--- config.mk ---
export PLATFORM = sky130hd
export DESIGN_NAME = mips_exec_decode
export DESIGN_NICKNAME = d
export VERILOG_FILES = /design/src/rtl/mips_pkg.sv /design/src/rtl/alu_core.sv /design/src/rtl/mips_exec_decode.sv
export SDC_FILE = /design/constraint.sdc
export NUM_CORES = 1
export LEC_CHECK = 0
export ABC_AREA = 1
export ABC_CLOCK_PERIOD_IN_PS = 6900
export BUFFER_PORTS_ARGS = -buffer_cell sky130_fd_sc_hd__buf_4
export CORE_MARGIN = 2
export CORE_UTILIZATION = 30
export DETAILED_ROUTE_END_ITERATION = 7
export PLACE_DENSITY = 0.48
export SKIP_CTS_REPAIR_TIMING = 1
export SLEW_MARGIN = 20
export SYNTH_ARGS = -nofsm -noshare
export SYNTH_HDL_FRONTEND = slang
export SYNTH_HIERARCHICAL = 1
export SYNTH_SLANG_ARGS = --single-unit
--- constraint.sdc ---
create_clock -name clk -period 6.9 [get_ports clk]
set_clock_uncertainty 0.1 [all_clocks]
set_input_delay 0.69 -clock clk [delete_from_list [all_inputs] [get_ports clk]]
set_output_delay 0.69 -clock clk [all_outputs]
set_load 0.05 [all_outputs]
--- src/rtl/mips_pkg.sv ---
// Shared decode constants for the execute/decode stage: opcodes, functs,
// ALU-op classes, ALU control codes and the opcode/aluctl decode helpers.
package mips_pkg;

  localparam logic [5:0] OP_RTYPE = 6'b000000;
  localparam logic [5:0] OP_J     = 6'b000010;
  localparam logic [5:0] OP_BEQ   = 6'b000100;
  localparam logic [5:0] OP_BNE   = 6'b000101;
  localparam logic [5:0] OP_ADDI  = 6'b001000;
  localparam logic [5:0] OP_LW    = 6'b100011;
  localparam logic [5:0] OP_SW    = 6'b101011;

  localparam logic [5:0] FN_ADD = 6'b100000;
  localparam logic [5:0] FN_SUB = 6'b100010;
  localparam logic [5:0] FN_AND = 6'b100100;
  localparam logic [5:0] FN_OR  = 6'b100101;
  localparam logic [5:0] FN_XOR = 6'b100110;
  localparam logic [5:0] FN_NOR = 6'b100111;
  localparam logic [5:0] FN_SLT = 6'b101010;

  typedef enum logic [1:0] {
    ALUOP_ADD    = 2'b00,
    ALUOP_SUB    = 2'b01,
    ALUOP_FUNCT  = 2'b10,
    ALUOP_UNUSED = 2'b11
  } aluop_e;

  localparam logic [5:0] ALUCTL_AND = 6'd0;
  localparam logic [5:0] ALUCTL_OR  = 6'd1;
  localparam logic [5:0] ALUCTL_ADD = 6'd2;
  localparam logic [5:0] ALUCTL_SUB = 6'd6;
  localparam logic [5:0] ALUCTL_SLT = 6'd7;
  localparam logic [5:0] ALUCTL_NOR = 6'd12;
  localparam logic [5:0] ALUCTL_XOR = 6'd13;

  typedef struct packed {
    logic   regdst;
    logic   branch_eq;
    logic   branch_ne;
    logic   memread;
    logic   memwrite;
    logic   memtoreg;
    logic   alusrc;
    logic   regwrite;
    logic   jump;
    aluop_e aluop;
  } ctrl_t;

  // Main control: unknown opcodes fall through with every flag clear and aluop=ADD.
  function automatic ctrl_t decode_opcode(input logic [5:0] opcode);
    ctrl_t c;
    c = '0;
    case (opcode)
      OP_RTYPE: begin
        c.regdst   = 1'b1;
        c.regwrite = 1'b1;
        c.aluop    = ALUOP_FUNCT;
      end
      OP_LW: begin
        c.memread  = 1'b1;
        c.memtoreg = 1'b1;
        c.alusrc   = 1'b1;
        c.regwrite = 1'b1;
      end
      OP_SW: begin
        c.memwrite = 1'b1;
        c.alusrc   = 1'b1;
      end
      OP_BEQ: begin
        c.branch_eq = 1'b1;
        c.aluop     = ALUOP_SUB;
      end
      OP_BNE: begin
        c.branch_ne = 1'b1;
        c.aluop     = ALUOP_SUB;
      end
      OP_ADDI: begin
        c.alusrc   = 1'b1;
        c.regwrite = 1'b1;
      end
      OP_J: c.jump = 1'b1;
      default: c = '0;
    endcase
    return c;
  endfunction

  // ALU control: aluop class first, funct only consulted for R-type.
  function automatic logic [5:0] alu_control(input aluop_e aluop, input logic [5:0] funct);
    logic [5:0] ctl;
    ctl = ALUCTL_AND;
    case (aluop)
      ALUOP_ADD: ctl = ALUCTL_ADD;
      ALUOP_SUB: ctl = ALUCTL_SUB;
      ALUOP_FUNCT: begin
        case (funct)
          FN_ADD:  ctl = ALUCTL_ADD;
          FN_SUB:  ctl = ALUCTL_SUB;
          FN_AND:  ctl = ALUCTL_AND;
          FN_OR:   ctl = ALUCTL_OR;
          FN_NOR:  ctl = ALUCTL_NOR;
          FN_SLT:  ctl = ALUCTL_SLT;
          FN_XOR:  ctl = ALUCTL_XOR;
          default: ctl = ALUCTL_AND;
        endcase
      end
      default: ctl = ALUCTL_AND;
    endcase
    return ctl;
  endfunction

endpackage

--- src/rtl/alu_core.sv ---
// Combinational 32-bit ALU: logic ops, add/sub with signed overflow, signed SLT.
module alu_core
  import mips_pkg::*;
(
  input  logic [31:0] a,
  input  logic [31:0] b,
  input  logic [5:0]  aluctl,
  output logic [31:0] result,
  output logic        overflow
);

  logic [31:0] sum;
  logic [31:0] diff;
  logic        add_ovf;
  logic        sub_ovf;
  logic        less;

  assign sum  = a + b;
  assign diff = a - b;

  // Overflow when operand signs make the true result unrepresentable.
  assign add_ovf = (a[31] == b[31]) && (sum[31] != a[31]);
  assign sub_ovf = (a[31] != b[31]) && (diff[31] != a[31]);

  // With differing signs the negative operand is smaller; otherwise diff cannot overflow.
  assign less = (a[31] != b[31]) ? a[31] : diff[31];

  // Select the operation result and its overflow flag.
  always_comb begin
    result   = '0;
    overflow = 1'b0;
    case (aluctl)
      ALUCTL_AND: result = a & b;
      ALUCTL_OR:  result = a | b;
      ALUCTL_ADD: begin
        result   = sum;
        overflow = add_ovf;
      end
      ALUCTL_SUB: begin
        result   = diff;
        overflow = sub_ovf;
      end
      ALUCTL_SLT: result = {31'd0, less};
      ALUCTL_NOR: result = ~(a | b);
      ALUCTL_XOR: result = a ^ b;
      default: begin
        result   = '0;
        overflow = 1'b0;
      end
    endcase
  end

endmodule

--- src/rtl/mips_exec_decode.sv ---
// Single-cycle decode + execute stage with one output register; idle cycles
// hold the last result and only drop out_valid.
module mips_exec_decode
  import mips_pkg::*;
(
  input  logic        clk,
  input  logic        reset_n,
  input  logic        in_valid,
  input  logic [5:0]  opcode,
  input  logic [5:0]  funct,
  input  logic [31:0] a,
  input  logic [31:0] b,
  output logic        out_valid,
  output logic        regdst,
  output logic        branch_eq,
  output logic        branch_ne,
  output logic        memread,
  output logic        memwrite,
  output logic        memtoreg,
  output logic        alusrc,
  output logic        regwrite,
  output logic        jump,
  output logic [1:0]  aluop,
  output logic [5:0]  aluctl,
  output logic [31:0] result,
  output logic        zero,
  output logic        overflow
);

  ctrl_t       ctrl;
  logic [5:0]  aluctl_d;
  logic [31:0] result_d;
  logic        overflow_d;

  // Decode the opcode and derive the ALU control code.
  always_comb begin
    ctrl     = decode_opcode(opcode);
    aluctl_d = alu_control(ctrl.aluop, funct);
  end

  alu_core u_alu (
    .a        (a),
    .b        (b),
    .aluctl   (aluctl_d),
    .result   (result_d),
    .overflow (overflow_d)
  );

  // Output register: reset clears all, valid loads, idle holds everything but out_valid.
  always_ff @(posedge clk) begin
    if (!reset_n) begin
      out_valid <= 1'b0;
      regdst    <= 1'b0;
      branch_eq <= 1'b0;
      branch_ne <= 1'b0;
      memread   <= 1'b0;
      memwrite  <= 1'b0;
      memtoreg  <= 1'b0;
      alusrc    <= 1'b0;
      regwrite  <= 1'b0;
      jump      <= 1'b0;
      aluop     <= 2'b00;
      aluctl    <= 6'd0;
      result    <= 32'd0;
      zero      <= 1'b0;
      overflow  <= 1'b0;
    end else begin
      out_valid <= in_valid;
      if (in_valid) begin
        regdst    <= ctrl.regdst;
        branch_eq <= ctrl.branch_eq;
        branch_ne <= ctrl.branch_ne;
        memread   <= ctrl.memread;
        memwrite  <= ctrl.memwrite;
        memtoreg  <= ctrl.memtoreg;
        alusrc    <= ctrl.alusrc;
        regwrite  <= ctrl.regwrite;
        jump      <= ctrl.jump;
        aluop     <= ctrl.aluop;
        aluctl    <= aluctl_d;
        result    <= result_d;
        zero      <= (result_d == 32'd0);
        overflow  <= overflow_d;
      end
    end
  end

endmodule

Word level (Yosys, flattened, before mapping)
Cells that the tools add are included.
{"block": "totals", "ff_bits": 51, "latch_bits": 0, "ramBits": 0, "mem_bits_ro": 0, "inputBits": 79, "n_memories": 0}
{"block": "classes", "n_addsub": 2, "n_mul": 0, "n_div": 0, "n_lt_le_gt_ge": 0, "n_eq_ne": 24, "n_shift": 0, "muxes": 14, "bitwise_logic": 4, "n_reduce_logical": 9}
{"op": "case mux 32 bit (7 select lines)", "n": 1}
{"op": "== test 6 bit (second input constant)", "n": 8}
{"op": "adder 32 bit", "n": 1}
{"op": "AND 32 bit", "n": 1}
{"op": "zero test 32 bit", "n": 1}
{"op": "NOT 32 bit", "n": 1}
{"op": "OR 32 bit", "n": 1}
{"op": "subtractor 32 bit", "n": 1}
{"op": "bitwise XOR 32 bit", "n": 1}
{"op": "case mux 4 bit (6 select lines)", "n": 1}
{"op": "== test 6 x 3 -> 1 bit (second input constant)", "n": 2}
{"op": "zero test 6 bit", "n": 2}
{"op": "case mux 4 bit (3 select lines)", "n": 1}
{"op": "2-to-1 mux 1 bit", "n": 9}
{"op": "== test 4 x 3 -> 1 bit (second input constant)", "n": 2}
{"op": "== test 4 bit (second input constant)", "n": 2}
{"op": "== test 6 x 2 -> 1 bit (second input constant)", "n": 1}
{"op": "== test 6 x 4 -> 1 bit (second input constant)", "n": 1}
{"op": "OR reduction 3 bit", "n": 2}
{"op": "== test 4 x 1 -> 1 bit (second input constant)", "n": 1}
{"op": "== test 4 x 2 -> 1 bit (second input constant)", "n": 1}
{"op": "case mux 2 bit (2 select lines)", "n": 1}
{"op": "!= test 1 bit", "n": 3}
{"op": "== test 2 x 1 -> 1 bit (second input constant)", "n": 1}
{"op": "other kinds (6)", "n": 7}

Longest topological paths before layout
{"block": "depth", "word_depth": 8, "mapped_depth": 22}

Hierarchy
The synthesis kept the hierarchy.
{"module": "alu_core", "n_inst": 1, "cells_each": 1305, "area_per_inst_um2": 6693.9}
{"module": "mips_exec_decode", "n_inst": 1, "cells_each": 272, "area_per_inst_um2": 1983.2}

Worst setup path before layout
No wires, ideal clock.
{"block": "synth_path", "path_kind": "input -> register", "from": "input port a[9]", "to": "register zero", "setup_ns": 0.074, "t_arrival_ns": 3.119, "path_slack_ns": 3.606, "cell_stages": 19, "path_buffers": 0, "path_cell_list": "inv_1 > ha_1 > nor2_1 > nand2_1 > nor2_1 > nand2_1 > nand3_1 > nand2_1 > nand3_2 > a21oi_1 > fa_1 > nor2_1 > a221oi_1 > nand4_1 > inv_1 > nand4_1 > nor2_1 > nand2_1 > o21ai_0"}
{"element": "start, declared", "line_no": "mips_exec_decode.sv:11", "text": "input logic [31:0] a,"}
{"element": "subtractor 32 bit or adder 32 bit (tied branches)", "line_no": "alu_core.sv:19, alu_core.sv:18"}
{"element": "case mux 32 bit (7 select lines) *", "line_no": "alu_core.sv:32", "text": "case (aluctl)"}
{"element": "via result_d[31]", "line_no": "mips_exec_decode.sv:32", "text": "logic [31:0] result_d;"}
{"element": "zero test 32 bit *", "line_no": "mips_exec_decode.sv:82", "text": "zero <= (result_d == 32'd0);"}
{"element": "end signal, assigned", "line_no": "mips_exec_decode.sv:82"}
{"element": "end, declared", "line_no": "mips_exec_decode.sv:26", "text": "output logic zero,"}
Mark *: on every way through the listed nets, which the timed path passes. The rest lies on a longest branch.
A chain may end at the register's enable or synchronous reset.

Worst setup path after layout
{"block": "layout_path", "from": "input port opcode[5]", "to": "register zero"}
{"block": "layout_via", "elab_chain_cells": 8}
{"element": "start, declared", "line_no": "mips_exec_decode.sv:9", "text": "input logic [5:0] opcode,"}
{"element": "== test 6 x 3 -> 1 bit", "line_no": "mips_pkg.sv:53", "text": "case (opcode)"}
{"element": "OR reduction 2 bit (no line)"}
{"element": "case mux 2 bit (2 select lines) *", "line_no": "mips_pkg.sv:53"}
{"element": "== test 2 bit (tied with other cells)", "line_no": "mips_pkg.sv:91", "text": "case (aluop)"}
{"element": "case mux 4 bit (3 select lines) *", "line_no": "mips_pkg.sv:91"}
{"element": "via aluctl_d[1]", "line_no": "mips_exec_decode.sv:31", "text": "logic [5:0] aluctl_d;"}
{"element": "== test 4 bit (tied with other cells)", "line_no": "alu_core.sv:32"}
{"element": "case mux 32 bit (7 select lines) *", "line_no": "alu_core.sv:32"}
{"element": "via result_d[6]", "line_no": "mips_exec_decode.sv:32"}
{"element": "zero test 32 bit *", "line_no": "mips_exec_decode.sv:82"}
Marked as above.

==> impl_metrics.sql <==
INSERT INTO impl_metrics (metric_group, metric, value, unit) VALUES
('outcome', 'status', 'finished, final reports clean', ''),
('synthesis', 'synth_area', '8680', 'µm²'),
('synthesis', 'netlist-cell-type-count', '47', ''),
('worst_setup_path', 'cp_cell_sequence', 'buf_4 > inv_1 > nand2_1 > nor2_1 > nand2_1 > o211ai_1 > nand2_1 > inv_1 > nor2_1 > nand3_1 > inv_1 > buf_4 > a21oi_1 > o21ai_0 > nand2_1 > o2111ai_1 > nor4_1 > nand2_1 > o21ai_0', ''),
('synthesis', 'synth.top_cell.area_share', '20.9', '%'),
('synthesis', 'synthMostInstantiatedCell', 'sky130_fd_sc_hd__nand2_1', ''),
('place', 'detailed_placement_hpwl', '28800', 'µm'),
('global_route', 'groute.usage.overall', '22.5', '%'),
('route', 'ant_nets', '0', ''),
('final_layout', 'antenna_cells', '0', ''),
('place', 'placed_cells_incl_taps', '2050', ''),
('worst_setup_path', 'r2r_end', 'regwrite$_SDFFE_PN0P_', ''),
('route', 'drt_iter0_drc', '708', ''),
('worst_setup_path', 'criticalPathCategory', 'input port to flip-flop', ''),
('sta', 'period_minus_slack', '3790', 'ps'),
('worst_hold_path', 'whs_path_depth', '2', ''),
('synthesis', 'synth_enable_flop_cells', '0', ''),
('worst_setup_path', 'cpPeakStageDelay', '540', 'ps'),
('clock_network', 'cts_root_buf', 'sky130_fd_sc_hd__clkbuf_16', ''),
('sta', 'maxSlewViolCount', '0', ''),
('sta', 'timing.slew.headroom', '32.8', '%'),
('worst_setup_path', 'worstPathRequired', '7020', 'ps'),
('worst_setup_path', 'timing.critical_path.max_delay_family', 'simple AND/OR/NAND/NOR gates', ''),
('clock_network', 'cts_buffers', '5', ''),
('worst_setup_path', 'worst-r2r-setup-slack', '6080', 'ps'),
('clock_network', 'cts_buffer_depth', '2', ''),
('final_layout', 'final.fill_count', '3320', ''),
('place', 'gp_congestion', '0.931', ''),
('clock_network', 'clock_tree_sinks', '49', ''),
('global_route', 'vias_in_the_first_global_route', '9397', ''),
('floorplan', 'floorplan.core_area', '28600', 'µm²'),
('floorplan', 'initial_core_util', '30.3', '%'),
('synthesis', 'ys_warn_count', '6', ''),
('worst_setup_path', 'worst-path-buf-inv', '5', ''),
('synthesis', 'synth_seq_area_share', '11.3', '%'),
('global_route', 'grt_antenna_before_repair', '0', ''),
('global_route', 'grt_pass1_wl', '53500', 'µm'),
('synthesis', 'syn_inst', '1577', ''),
('global_route', 'grt_max_degree', '37', ''),
('pwr', 'pwr_cell_area', '118', 'nW/µm²'),
('clock_network', 'cts.htree.levels', '2', ''),
('worst_setup_path', 'critical-path-top-cell-by-count', 'sky130_fd_sc_hd__nand2_1', ''),
('global_route', 'grt.overflow.total', '0', ''),
('floorplan', 'dieWidth', '174', 'µm'),
('pwr', 'p_leak', '0.00574', 'µW'),
('floorplan', 'die_area', '30300', 'µm²'),
('worst_hold_path', 'min_to', 'branch_eq$_SDFFE_PN0P_', ''),
('route', 'vias', '9991', ''),
('synthesis', 'main_flop_type_after_synthesis', 'sky130_fd_sc_hd__dfxtp_1', ''),
('worst_setup_path', 'worstRegToRegCells', '4', ''),
('worst_setup_path', 'path_max_fanout', '32', ''),
('final_layout', 'finish.cell_count_without_fillers', '2058', ''),
('worst_setup_path', 'end_kind', 'flip-flop', ''),
('route', 'vias_cell', '4.85', ''),
('final_layout', 'final_net_count', '1856', ''),
('sta', 'post-route-period-util', '55.0', '%'),
('worst_setup_path', 'critical_path.slowest_cell', 'sky130_fd_sc_hd__nand3_1', ''),
('synthesis', 'yosys.area.top_type', 'sky130_fd_sc_hd__nand2_1', ''),
('floorplan', 'rows', '62', ''),
('sta', 'max_freq', '264', 'MHz'),
('final_layout', 'area.sequential', '981', 'µm²'),
('sta', 'rsz0062_at_grt', 'false', ''),
('floorplan', 'overall_die_height', '174', 'µm'),
('worst_setup_path', 'startpoint_type', 'input port', ''),
('worst_hold_path', 'worstHoldStart', 'branch_eq$_SDFFE_PN0P_', ''),
('worst_hold_path', 'timing.hold.worst.class', 'flip-flop to flip-flop', ''),
('route', 'first_pass_detailed_route_iteration_total', '7', ''),
('synthesis', 'ys_ff_latch', '49', ''),
('clock_network', 'clock_insertion_delay_worst_skew', '290', 'ps'),
('flow_run', 'maxCapViolCount', '0', ''),
('synthesis', 'postSynthAreaPerCell', '5.50', 'µm²');
## worst reg2reg max path, delay by kind of cell, from the launching register on
family | cells | cell delay (ps)
AO/OA/AOI/OAI | 1 | 150
AND/OR/NAND/NOR | 2 | 110
buffers and inverters | 1 | 50
flip-flops | 1 | 310
## cell families after synthesis
logic type      after synthesis  synth area share [%]
buf+inv                     396                  18.8
flops                        49                  11.3
simple gates                803                  39.3
fa+ha+maj                   104                  15.3
other cells                   1                0.0432
xor+xnor                      1                 0.101
compound gates              223                  15.1
## cell type report
| class | instances | area share [%] |
|---|---|---|
| clock buffers | 7 | 1.53 |
| clock inverters | 1 | 0.0501 |
| inverters | 347 | 13.0 |
| multi-input cells | 1137 | 60.8 |
| flip-flops and latches | 49 | 9.81 |
| well taps | 384 | 4.80 |
| repair buffers | 133 | 9.98 |
## report_power, final
part	total [µW]	switching, µW	internal (µW)
logic	623	434	189
registers	300	6.26	293
clock network	258	104	154
## how the worst max path moves through the flow
stage                              endpoint  slack, ps  cells past startpoint      start
after floorplan           zero$_SDFFE_PN0P_       3610                     19       a[9]
after global placement    zero$_SDFFE_PN0P_       2730                     17  opcode[3]
after detailed placement  zero$_SDFFE_PN0P_       2730                     17  opcode[3]
after CTS                 zero$_SDFFE_PN0P_       3030                     17  opcode[3]
after global routing      zero$_SDFFE_PN0P_       2720                     17  opcode[3]
final                     zero$_SDFFE_PN0P_       3110                     19  opcode[5]
## flip-flops by register name (all words and copies together) (netlist names)
signal / flops
overflow: 1
aluctl: 4
regwrite: 1
zero: 1
memwrite: 1
aluop: 2
alusrc: 1
out_valid: 1
branch_eq: 1
jump: 1
result: 32
regdst: 1
branch_ne: 1
memtoreg: 1
## placed cells by master (no fill, tap or decap), drive strengths merged, types with 4 or more instances in the layout
master / Yosys / layout
dfxtp: 49 / 49
a22oi: 5 / 5
nand3: 123 / 123
clkbuf: 12 / 7
conb: 1 / 6
nand4: 20 / 20
o22ai: 11 / 11
a22o: 4 / 4
inv: 346 / 346
a221oi: 18 / 18
o211ai: 4 / 4
o21ai: 90 / 90
nor3: 12 / 12
a21oi: 69 / 69
nor2: 142 / 142
buf: 37 / 133
nand2: 497 / 497
o21bai: 8 / 8
a211oi: 6 / 6
ha: 101 / 101
## metal layers
layer | share of wire (%) | routed length [µm] | track usage [%] | vias up
met5 | 0 | 0 | 0 | -
met4 | 2.2 | 778 | 5.99 | 0
met3 | 5.1 | 1800 | 1.64 | 37
met2 | 42 | 14800 | 35.4 | 323
met1 | 50 | 17500 | 33.1 | 4548
li1 | - | - | - | 5083
## metrics by stage
stage	area [µm²]	hold WS [ps]	setup slack, ps	total power, µW	utilization [%]
final	10000	357	3110	1180	34.9
after global routing	10000	385	2720	1270	34.9
after CTS	10000	362	3030	1180	34.9
after detailed placement	9840	345	2730	920	34.4
after global placement	9840	345	2730	920	34.4
after floorplan	8700	571	3610	717	-
Power figures use the tool's default switching activity.
